==> config.mk <==
export PLATFORM = sky130hd
export DESIGN_NAME = seq_pattern_gen
export DESIGN_NICKNAME = d
export VERILOG_FILES = /design/src/rtl/seq_pattern_gen.sv
export SDC_FILE = /design/constraint.sdc
export NUM_CORES = 1
export LEC_CHECK = 0
export BUFFER_PORTS_ARGS = -buffer_cell sky130_fd_sc_hd__clkbuf_2
export CAP_MARGIN = 20
export CORE_AREA = 3 3 55 57
export CTS_CLUSTER_DIAMETER = 200
export DETAILED_ROUTE_END_ITERATION = 6
export DIE_AREA = 0 0 58 60
export GPL_TIMING_DRIVEN = 0
export PLACE_DENSITY = 0.77
export SKIP_CTS_REPAIR_TIMING = 1
export SLEW_MARGIN = 30
export SYNTH_ARGS = -nofsm -noshare
export SYNTH_HDL_FRONTEND = slang
export SYNTH_SLANG_ARGS = --single-unit
==> constraint.sdc <==
create_clock -name clk -period 2.1 [get_ports clk]
set_input_delay 0.105 -clock clk [delete_from_list [all_inputs] [get_ports clk]]
set_output_delay 0.105 -clock clk [all_outputs]
set_load 0.02 [all_outputs]
==> src/rtl/seq_pattern_gen.sv <==
// seq_pattern_gen: serial pattern transmitter feeding the sequence detectors.
// A job (word, repeat count, gap length) is accepted through a valid/ready
// load port in IDLE. The word is shifted out MSB-first, one bit per clock,
// and repeated the requested number of times. Optionally there are idle gap
// cycles between repetitions. A one-cycle done pulse closes the job.
//
// Build option: define SEQ_GEN_PRBS_EN to drive PRBS7 filler noise on
// seq_out whenever seq_valid is low. Without it, seq_out is 0 in those cycles.
//
// state   | meaning
// --------+-------------------------------------------------------------
// S_IDLE  | waiting for a job, load_ready=1
// S_SHIFT | driving word[bit_idx] with seq_valid=1
// S_GAP   | idle cycles between repetitions, seq_valid=0
// S_DONE  | one-cycle done pulse, then back to S_IDLE

module seq_pattern_gen #(
    parameter int WORD_W = 4,
    parameter int CNT_W  = 8,
    parameter int GAP_W  = 4
) (
    input  logic              clk,
    input  logic              rst,
    input  logic              load_valid,
    output logic              load_ready,
    input  logic [WORD_W-1:0] load_word,
    input  logic [CNT_W-1:0]  load_repeat,
    input  logic [GAP_W-1:0]  load_gap,
    output logic              seq_out,
    output logic              seq_valid,
    output logic              busy,
    output logic              done
);

    localparam int BIT_W = (WORD_W > 1) ? $clog2(WORD_W) : 1;
    localparam logic [BIT_W-1:0] IDX_TOP = BIT_W'(WORD_W - 1);
    localparam logic [CNT_W-1:0] REP_ONE = CNT_W'(1);
    localparam logic [GAP_W-1:0] GAP_ONE = GAP_W'(1);

    typedef enum logic [1:0] {
        S_IDLE  = 2'd0,
        S_SHIFT = 2'd1,
        S_GAP   = 2'd2,
        S_DONE  = 2'd3
    } state_t;

    state_t            state;
    state_t            state_nxt;
    logic [WORD_W-1:0] word_q;
    logic [WORD_W-1:0] word_nxt;
    logic [CNT_W-1:0]  rep_left;
    logic [CNT_W-1:0]  rep_left_nxt;
    logic [GAP_W-1:0]  gap_q;
    logic [GAP_W-1:0]  gap_nxt;
    logic [GAP_W-1:0]  gap_cnt;
    logic [GAP_W-1:0]  gap_cnt_nxt;
    logic [BIT_W-1:0]  bit_idx;
    logic [BIT_W-1:0]  bit_idx_nxt;
    logic              filler;

    // State and job registers; async active-low clear discards any job in flight.
    always_ff @(posedge clk or negedge rst) begin
        if (!rst) begin
            state    <= S_IDLE;
            word_q   <= '0;
            rep_left <= '0;
            gap_q    <= '0;
            gap_cnt  <= '0;
            bit_idx  <= '0;
        end else begin
            state    <= state_nxt;
            word_q   <= word_nxt;
            rep_left <= rep_left_nxt;
            gap_q    <= gap_nxt;
            gap_cnt  <= gap_cnt_nxt;
            bit_idx  <= bit_idx_nxt;
        end
    end

    // Next-state and counter update; every down-counter stops at its terminal value.
    always_comb begin
        state_nxt    = state;
        word_nxt     = word_q;
        rep_left_nxt = rep_left;
        gap_nxt      = gap_q;
        gap_cnt_nxt  = gap_cnt;
        bit_idx_nxt  = bit_idx;
        case (state)
            S_IDLE: begin
                if (load_valid) begin
                    word_nxt     = load_word;
                    rep_left_nxt = (load_repeat == '0) ? REP_ONE : load_repeat;
                    gap_nxt      = load_gap;
                    bit_idx_nxt  = IDX_TOP;
                    state_nxt    = S_SHIFT;
                end
            end
            S_SHIFT: begin
                if (bit_idx == '0) begin
                    rep_left_nxt = rep_left - REP_ONE;
                    if (rep_left == REP_ONE) begin
                        state_nxt = S_DONE;
                    end else if (gap_q == '0) begin
                        // back-to-back repetition, no bubble on seq_valid
                        bit_idx_nxt = IDX_TOP;
                    end else begin
                        gap_cnt_nxt = gap_q;
                        state_nxt   = S_GAP;
                    end
                end else begin
                    bit_idx_nxt = bit_idx - BIT_W'(1);
                end
            end
            S_GAP: begin
                if (gap_cnt == GAP_ONE) begin
                    gap_cnt_nxt = '0;
                    bit_idx_nxt = IDX_TOP;
                    state_nxt   = S_SHIFT;
                end else begin
                    gap_cnt_nxt = gap_cnt - GAP_ONE;
                end
            end
            S_DONE: begin
                state_nxt = S_IDLE;
            end
            default: begin
                state_nxt = S_IDLE;
            end
        endcase
    end

`ifdef SEQ_GEN_PRBS_EN
    logic [6:0] lfsr;

    // PRBS7 (x^7 + x^6 + 1) filler generator; frozen while real bits are shifting.
    always_ff @(posedge clk or negedge rst) begin
        if (!rst) begin
            lfsr <= 7'h7F;
        end else if (state != S_SHIFT) begin
            lfsr <= {lfsr[5:0], lfsr[6] ^ lfsr[5]};
        end
    end

    assign filler = lfsr[6];
`else
    assign filler = 1'b0;
`endif

    // Outputs are decoded from registered state only.
    assign load_ready = (state == S_IDLE);
    assign busy       = (state != S_IDLE);
    assign done       = (state == S_DONE);
    assign seq_valid  = (state == S_SHIFT);
    assign seq_out    = seq_valid ? word_q[bit_idx] : filler;

endmodule

After elaboration in Yosys (flattened, before gate mapping)
Index checks and enable logic that the tools add are counted.
{ "word_totals": {"register_bits": 24, "inputBits": 19, "output_inout_bits": 5, "elab_cells": 60} }
{ "classes": {"addsub": 3, "order_cmp": 1, "n_eq_ne": 13, "mux": 24, "n_reduce_logical": 13} }
{ "op_table": {"columns": ["cell", "n"], "rows": [
  ["$mux 8", 3],
  ["$mux 2", 10],
  ["$mux 4", 4],
  ["$pmux 8 s2", 1],
  ["$eq 8x1->1 const B", 1],
  ["$logic_not 8->1", 1],
  ["$ne 2x2->1 const B", 4],
  ["$pmux 2 s4", 1],
  ["$pmux 4 s2", 1],
  ["$reduce_and 4->1", 2],
  ["$sub 8x1->8 const B", 1],
  ["$ne 3x3->1 const B", 2],
  ["$pmux 2 s3", 1],
  ["$reduce_bool 2->1", 3],
  ["$reduce_and 5->1", 1],
  ["$eq 2x2->1 const B", 2],
  ["$eq 4x1->1 const B", 1],
  ["$logic_not 2->1", 2],
  ["$logic_not 4->1", 1],
  ["$sub 4x1->4 const B", 1],
  ["$lt 2x3->1 const B", 1],
  ["$ne 3x2->1 const B", 1],
  ["$reduce_and 3->1", 1],
  ["$reduce_bool 3->1", 1],
  ["other kinds (6)", 7]
]} }

Logic depth before layout (Yosys ltp)
Gate-level depths: netlist (run 1).
{ "logic_depth": {"word_depth": 5, "ltp_mapped": 7, "mapped_depth_nobuf": 6} }

Worst setup path before layout (run 1)
OpenSTA, ideal clock, no wires.
{ "synth_path": {"path_kind": "register to register", "startpoint": "reg state[0]", "endpoint": "reg gap_q[0]", "setup_time_ps": 125, "t_arrival_ps": 1570, "required_ps": 1975, "setup_slack_ps": 406, "stages_incl_launch_ff": 6, "path_buffers": 2, "synth_period_minus_slack_ps": 1694, "cell_sequence": "dfrtp_1 -> buf_4 -> nor2_1 -> and2_1 -> buf_2 -> mux2_2"} }
{ "synth_between": {"elab_chain_len": 2} }
{ "synth_rtl": {"columns": ["item", "line", "source"], "rows": [
  ["start, declared", "47", "state_t state;"],
  ["start signal, assigned", "71", "state <= state_nxt;"],
  ["$logic_not 2->1", null, null],
  ["net load_ready", "25", "output logic load_ready,"],
  ["$reduce_and 2->1 (no line)", null, null],
  ["end signal, assigned", "74", "gap_q <= gap_nxt;"],
  ["end, declared", "53", "logic [GAP_W-1:0] gap_q;"]
]} }
The timed path passes the listed nets, and every way through them passes these cells.
A chain may end at the register's enable or synchronous reset.

Final worst setup path (run 1)
{ "layout_path": {"startpoint": "reg bit_idx[0]", "endpoint": "reg rep_left[6]"} }
{ "layout_between": {"elab_chain_len": 3} }
{ "layout_rtl": {"columns": ["item", "line", "source"], "rows": [
  ["start, declared", "57", "logic [BIT_W-1:0] bit_idx;"],
  ["start signal, assigned", "76", "bit_idx <= bit_idx_nxt;"],
  ["$logic_not 2->1", "99", "if (bit_idx == '0) begin"],
  ["$ne 2x1->1 (no line)", null, null],
  ["$reduce_and 3->1 (no line)", null, null],
  ["end signal, assigned", "73", "rep_left <= rep_left_nxt;"],
  ["end, declared", "51", "logic [CNT_W-1:0] rep_left;"]
]} }
No other way between the ends.

==> flow_summary.toml, run 1 <==
[synthesis]
ys_ff_latch = 24
synth_cell_types = 47
yosysTopAreaCellShare_pct = 42.1
synth_area_leaders = "dfrtp_1, mux2_2, ha_1, o21ai_0, inv_1"
synth_area_sq_mm = 0.00143
ys_seq_area_share_pct = 42.1
syn_avg_cell_area_sq_um = 10.4
synthesis.nets = 161
synthArstFlopShare_pct = 100
synth_area_leader_cell = "dfrtp_1"
yosys_warnings = 0
synth_ff_type = "dfrtp_1"
synth_edf_count = 0
synth_cells = 137

[layout]
fillCellCount = 195
multiInputGateArea_sq_um = 747
diodes = 0
ff_latch_area_sq_um = 601
area_growth_pct = 20.0
drive_gt1_share_pct = 31.4
nNetsFinal = 197

[global_routing]
grt_pass1_vias = 1126
grt_overflow = 0
antenna_found_initial = 0
grt_max_degree = 25
grt_pass1_wl_um = 5080
grt_usage_pct = 19.2

[critical_path]
worst-setup-path-type = "reg -> reg"
required_ns = 2.31
worst_setup_path_start_kind = "register"
end_kind = "register"
r2r_start = "bit_idx[0]$_DFFE_PN0P_"
r2r_end = "rep_left[6]$_DFFE_PN0P_"
critPathMaxFanout = 8
r2r_cells = 6
worst_ep_arrival_time_ns = 2.16
r2r_slack_ns = 0.15

[power]
p_int_uw = 1520
pwr-share-comb_pct = 52.6
p_switching_uw = 1130
p_per_area_mw_per_mm2 = 1550
p_clk_share_pct = 12.9
ir_drop_v = 0.000993
sw_frac_of_total_pct = 42.6
power_frac_seq_pct = 34.5
cellLeakagePower_uw = 0.000769

[min_path]
hp-class = "in -> reg"
holdCritStartpoint = "load_word[1]"
whs_path_depth = 2
min_to = "word_q[1]$_DFFE_PN0P_"

[timing]
maxSlewViolCount = 0
period_needed_ns = 1.95
setup_tns_ns = 0
skew_ns = 0.00593
period_share_pct = 92.8
worst_hold_slack_ns = 0.0176
setup_viol_count_final = 0
worstMarginPinSlew_ns = 0.584
finalHoldViolations = 0
relSlewSlack_pct = 61.1
rsz0062_at_grt = "no"
fmax_mhz = 513

[detailed_routing]
ant_nets = 0
dr_total_vias = 1203
first_pass_iters = 4
wl_met1_um = 1360
vias_per_cell = 5.96
initialDrtViolationCount = 44
routed_wirelength_um = 3130
highest_layer = "met3"
wl_met2_um = 1580
wl_met3_um = 181
wire_per_inst_um = 15.5
drc_errors = 0

[run_status]
status = "finished clean"

[clock_network]
clock-sinks = 24
numCtsBuffers = 3
cts_tree = "built"
clock_path_buffers = 2
clkTransAtPathRegs_ns = 0.14
cts_root_buf = "clkbuf_4"
clock_latency_ns = 0.32
h-tree-depth = 1

[run]
max_cap_viol_count = 0

[floorplanning]
die_x_um = 58
start_util_pct = 56.5
die_y_um = 60
io_pins = 24
die_area_sq_mm = 0.00348
fp-row-count = 18
coreArea_sq_mm = 0.00252

[placed_design]
port_buffers = 23
gp_congestion = 0.904
dp_hpwl_um = 2300
==> synth_stat cells, drive strengths merged (4+ instances only) <==
library cell	number
inv	10
nand2	7
a21oi	7
dfrtp	24
o21ai	12
mux2	9
ha	5
buf	4
nor2	7
nor4	4
==> metal layers <==
metal	track usage [%]	up-vias
met3	5.83	0
met1	24.0	587
met2	32.1	40
li1	-	576
met5	0	-
met4	5.30	0
==> power groups by stage <==
stage	Clock [uW]	Combinational, uW	Sequential [uW]
5_1_grt	361	1530	947
6_report	340	1390	913
3_3_place_gp	0	1310	901
3_5_place_dp	0	1370	918
4_1_cts	346	1370	908
2_1_floorplan	0	1070	856
==> kinds of logic (layout without fill, tap and decap cells) <==
logic type | after synthesis | count (layout) | synth area share [%]
flip-flops | 24 | 24 | 42.1
multiplexers | 13 | 13 | 11.1
buffers and inverters | 17 | 52 | 5.44
adder cells (fa/ha/maj) | 5 | 5 | 4.39
AO/OA/AOI/OAI | 38 | 38 | 19.1
AND/OR/NAND/NOR | 40 | 40 | 17.8
==> sequential cells by signal, indices dropped and copies added (netlist names) <==
name and flops:
bit_idx 2, word_q 4, gap_cnt 4, gap_q 4, state 2, rep_left 8
==> final cells by class <==
cell class,count,share of cell area [%]
multi-input combinational,96,43.7
inverter,10,2.19
sequential,24,35.1
clock buffer,3,1.32
clock inverter,1,1.76
buffer,7,2.34
tap,30,2.19
timing repair buffer,31,11.4
==> worst max-delay path: stages (launching register included) <==
cell and delay [ns]:
dfrtp_1 0.45, inv_1 0.09, ha_1 0.32, mux2i_1 0.14, nor2_1 0.44, o21ai_0 0.22, o2bb2ai_1 0.18
==> worst max path at each step <==
stage	end	startpoint	cells past startpoint
after floorplan	gap_q[0]$_DFFE_PN0P_	state[0]$_DFFE_PN0P_	5
after global placement	gap_cnt[2]$_DFFE_PN0P_	bit_idx[0]$_DFFE_PN0P_	6
after detailed placement	gap_cnt[2]$_DFFE_PN0P_	bit_idx[0]$_DFFE_PN0P_	6
after CTS	gap_cnt[2]$_DFFE_PN0P_	bit_idx[0]$_DFFE_PN0P_	6
after global routing	gap_cnt[2]$_DFFE_PN0P_	bit_idx[0]$_DFFE_PN0P_	6
final	rep_left[6]$_DFFE_PN0P_	bit_idx[0]$_DFFE_PN0P_	6
==> placed cells by master (no fill, tap or decap), types with 3 or more instances in the layout <==
| cell type | count |
|---|---|
| a21oi_1 | 6 |
| a22oi_1 | 3 |
| and2_1 | 3 |
| clkbuf_1 | 3 |
| clkbuf_2 | 23 |
| clkbuf_4 | 3 |
| dfrtp_1 | 24 |
| dlygate4sd3_1 | 8 |
| ha_1 | 5 |
| inv_1 | 10 |
| mux2_2 | 8 |
| mux2i_1 | 3 |
| nand2_1 | 7 |
| nor2_1 | 7 |
| nor4_1 | 4 |
| o21ai_0 | 10 |
| o2bb2ai_1 | 3 |
==> metrics by stage <==
| stage | power [uW] | setup WS [ns] | cells | cell area (sq um) | utilization (%) |
|---|---|---|---|---|---|
| 4_1_cts | 2630 | 0.151 | 194 | 1630 | 64.6 |
| 5_1_grt | 2840 | 0.0127 | 202 | 1710 | 67.8 |
| 3_5_place_dp | 2280 | 0.163 | 190 | 1580 | 62.5 |
| 2_1_floorplan | 1930 | 0.406 | 137 | 1430 | - |
| 3_3_place_gp | 2210 | 0.254 | 190 | 1580 | 62.5 |
| 6_report | 2640 | 0.152 | 202 | 1710 | 67.8 |
No activity file was read; power rests on OpenSTA's default activity.
==> run 2, diff against run 1 <==
Settings changed: BUFFER_PORTS_ARGS -buffer_cell sky130_fd_sc_hd__clkbuf_2 to default, CORE_AREA 3 3 55 57 to 3 3 54 56, DIE_AREA 0 0 58 60 to 0 0 57 59, DONT_BUFFER_PORTS from default to 1, PLACE_DENSITY 0.77 to 0.71.
==> flow_summary.toml, run 2 (synthesis gave the netlist of run 1 again) <==
[layout]
largest_reg_flops = 8
max_flop_register = "rep_left"
drive_gt1_share_pct = 21.2
utilization_pct = 64.9
final_cell_area_sq_mm = 0.00161
diodes = 0
finalNonFillerCells = 181
final_common_cell = "dfrtp_1"
area_growth_pct = 12.8
final_cell_mix = "dfrtp_1, inv_1, o21ai_0, dlygate4sd3_1, mux2_2"
nNetsFinal = 177

[clock_network]
cts_root_buf = "clkbuf_4"
clock-sinks = 24
cts_tree = "built"
clock_latency_ns = 0.30
h-tree-depth = 1
clock_path_buffers = 2
clkTransAtPathRegs_ns = 0.13
numCtsBuffers = 3

[floorplanning]
start_util_pct = 57.5
fp-row-count = 18
die_area_sq_mm = 0.00336
io_pins = 24
die_x_um = 57
die_y_um = 59
coreArea_sq_mm = 0.00248

[global_routing]
grt_overflow = 0
antenna_found_initial = 0
grt_max_degree = 25
grt_pass1_vias = 1043
grt_pass1_wl_um = 4890
grt_usage_pct = 18.6

[detailed_routing]
first_pass_iters = 4
drc_errors = 0
wire_per_inst_um = 17.3
initialDrtViolationCount = 60
routed_wirelength_um = 3130
ant_nets = 0
vias_per_cell = 6.28
dr_total_vias = 1137

[min_path]
hp-class = "in -> reg"

[placed_design]
gp_congestion = 0.850
dp.cells = 167
dpl_cell_area_sq_mm = 0.00146
dp_hpwl_um = 2150
port_buffers = 0

[timing]
worst_hold_slack_ns = 0.00398
period_share_pct = 91.5
setup_viol_count_final = 0
period_needed_ns = 1.92
maxSlewViolCount = 0
setup_tns_ns = 0
finalHoldViolations = 0
skew_ns = 0.00246
relSlewSlack_pct = 64.0
rsz0062_at_grt = "no"
worstMarginPinSlew_ns = 0.538
fmax_mhz = 520

[critical_path]
worst_setup_path_start_kind = "register"
critPathMaxFanout = 10
worst-setup-path-type = "reg -> out"
worst_ep_arrival_time_ns = 1.82
end_kind = "primary output"
required_ns = 2.00

[run_status]
status = "finished clean"

[power]
p_per_area_mw_per_mm2 = 1520
ir_drop_v = 0.000940
cellLeakagePower_uw = 0.000675

[run]
max_cap_viol_count = 0
[run 2: worst paths after layout]
path	end	cells after the start	slack [ns]	startpoint
worst max-delay path	seq_out	5	0.18	state[1]$_DFFE_PN0P_
worst min-delay path	rep_left[5]$_DFFE_PN0P_	2	0.004	load_repeat[5]
worst max register to register	gap_cnt[2]$_DFFE_PN0P_	6	0.20	bit_idx[0]$_DFFE_PN0P_
worst min register to register	word_q[3]$_DFFE_PN0P_	1	0.52	word_q[3]$_DFFE_PN0P_
max in group asynchronous	word_q[2]$_DFFE_PN0P_	2	1.75	rst
min in group asynchronous	state[1]$_DFFE_PN0P_	2	0.21	rst
[run 2: power breakdown]
part / internal (uW) / total [uW] / switching [uW]
Sequential: 695 / 906 / 211
Combinational: 589 / 1340 / 748
Clock: 66.9 / 199 / 132
[run 2: layer usage]
layer / share of wire (%) / global-route usage, % / wire [um] / up-vias
li1: - / - / - / 534
met1: 43 / 26.2 / 1360 / 557
met2: 49 / 28.4 / 1540 / 44
met3: 6.6 / 4.36 / 208 / 2
met4: 0.70 / 6.29 / 22 / 0
met5: 0 / 0 / 0 / -
[run 2: stage by stage]
step | power, uW | worst slack, ns
finish | 2440 | 0.178
global route | 2650 | 0.0403
CTS | 2390 | 0.180
detailed placement | 2200 | 0.222
global placement | 2140 | 0.258
floorplan | 1930 | 0.406
[run 2: layout make-up]
type                            count  area (sq um)
Inverter                           10          37.5
Fill cell                         210           870
Buffer                              7          40.0
Timing Repair Buffer               11           120
Sequential cell                    24           601
Clock buffer                        3          22.5
Tap cell                           30          37.5
Multi-Input combinational cell     96           749
[run 2: worst max-delay path, stage by stage (launching register included)]
cell and delay [ns]:
dfrtp_1 0.40, buf_6 0.14, nand2b_1 0.23, inv_1 0.14, buf_2 0.30, and2_1 0.30
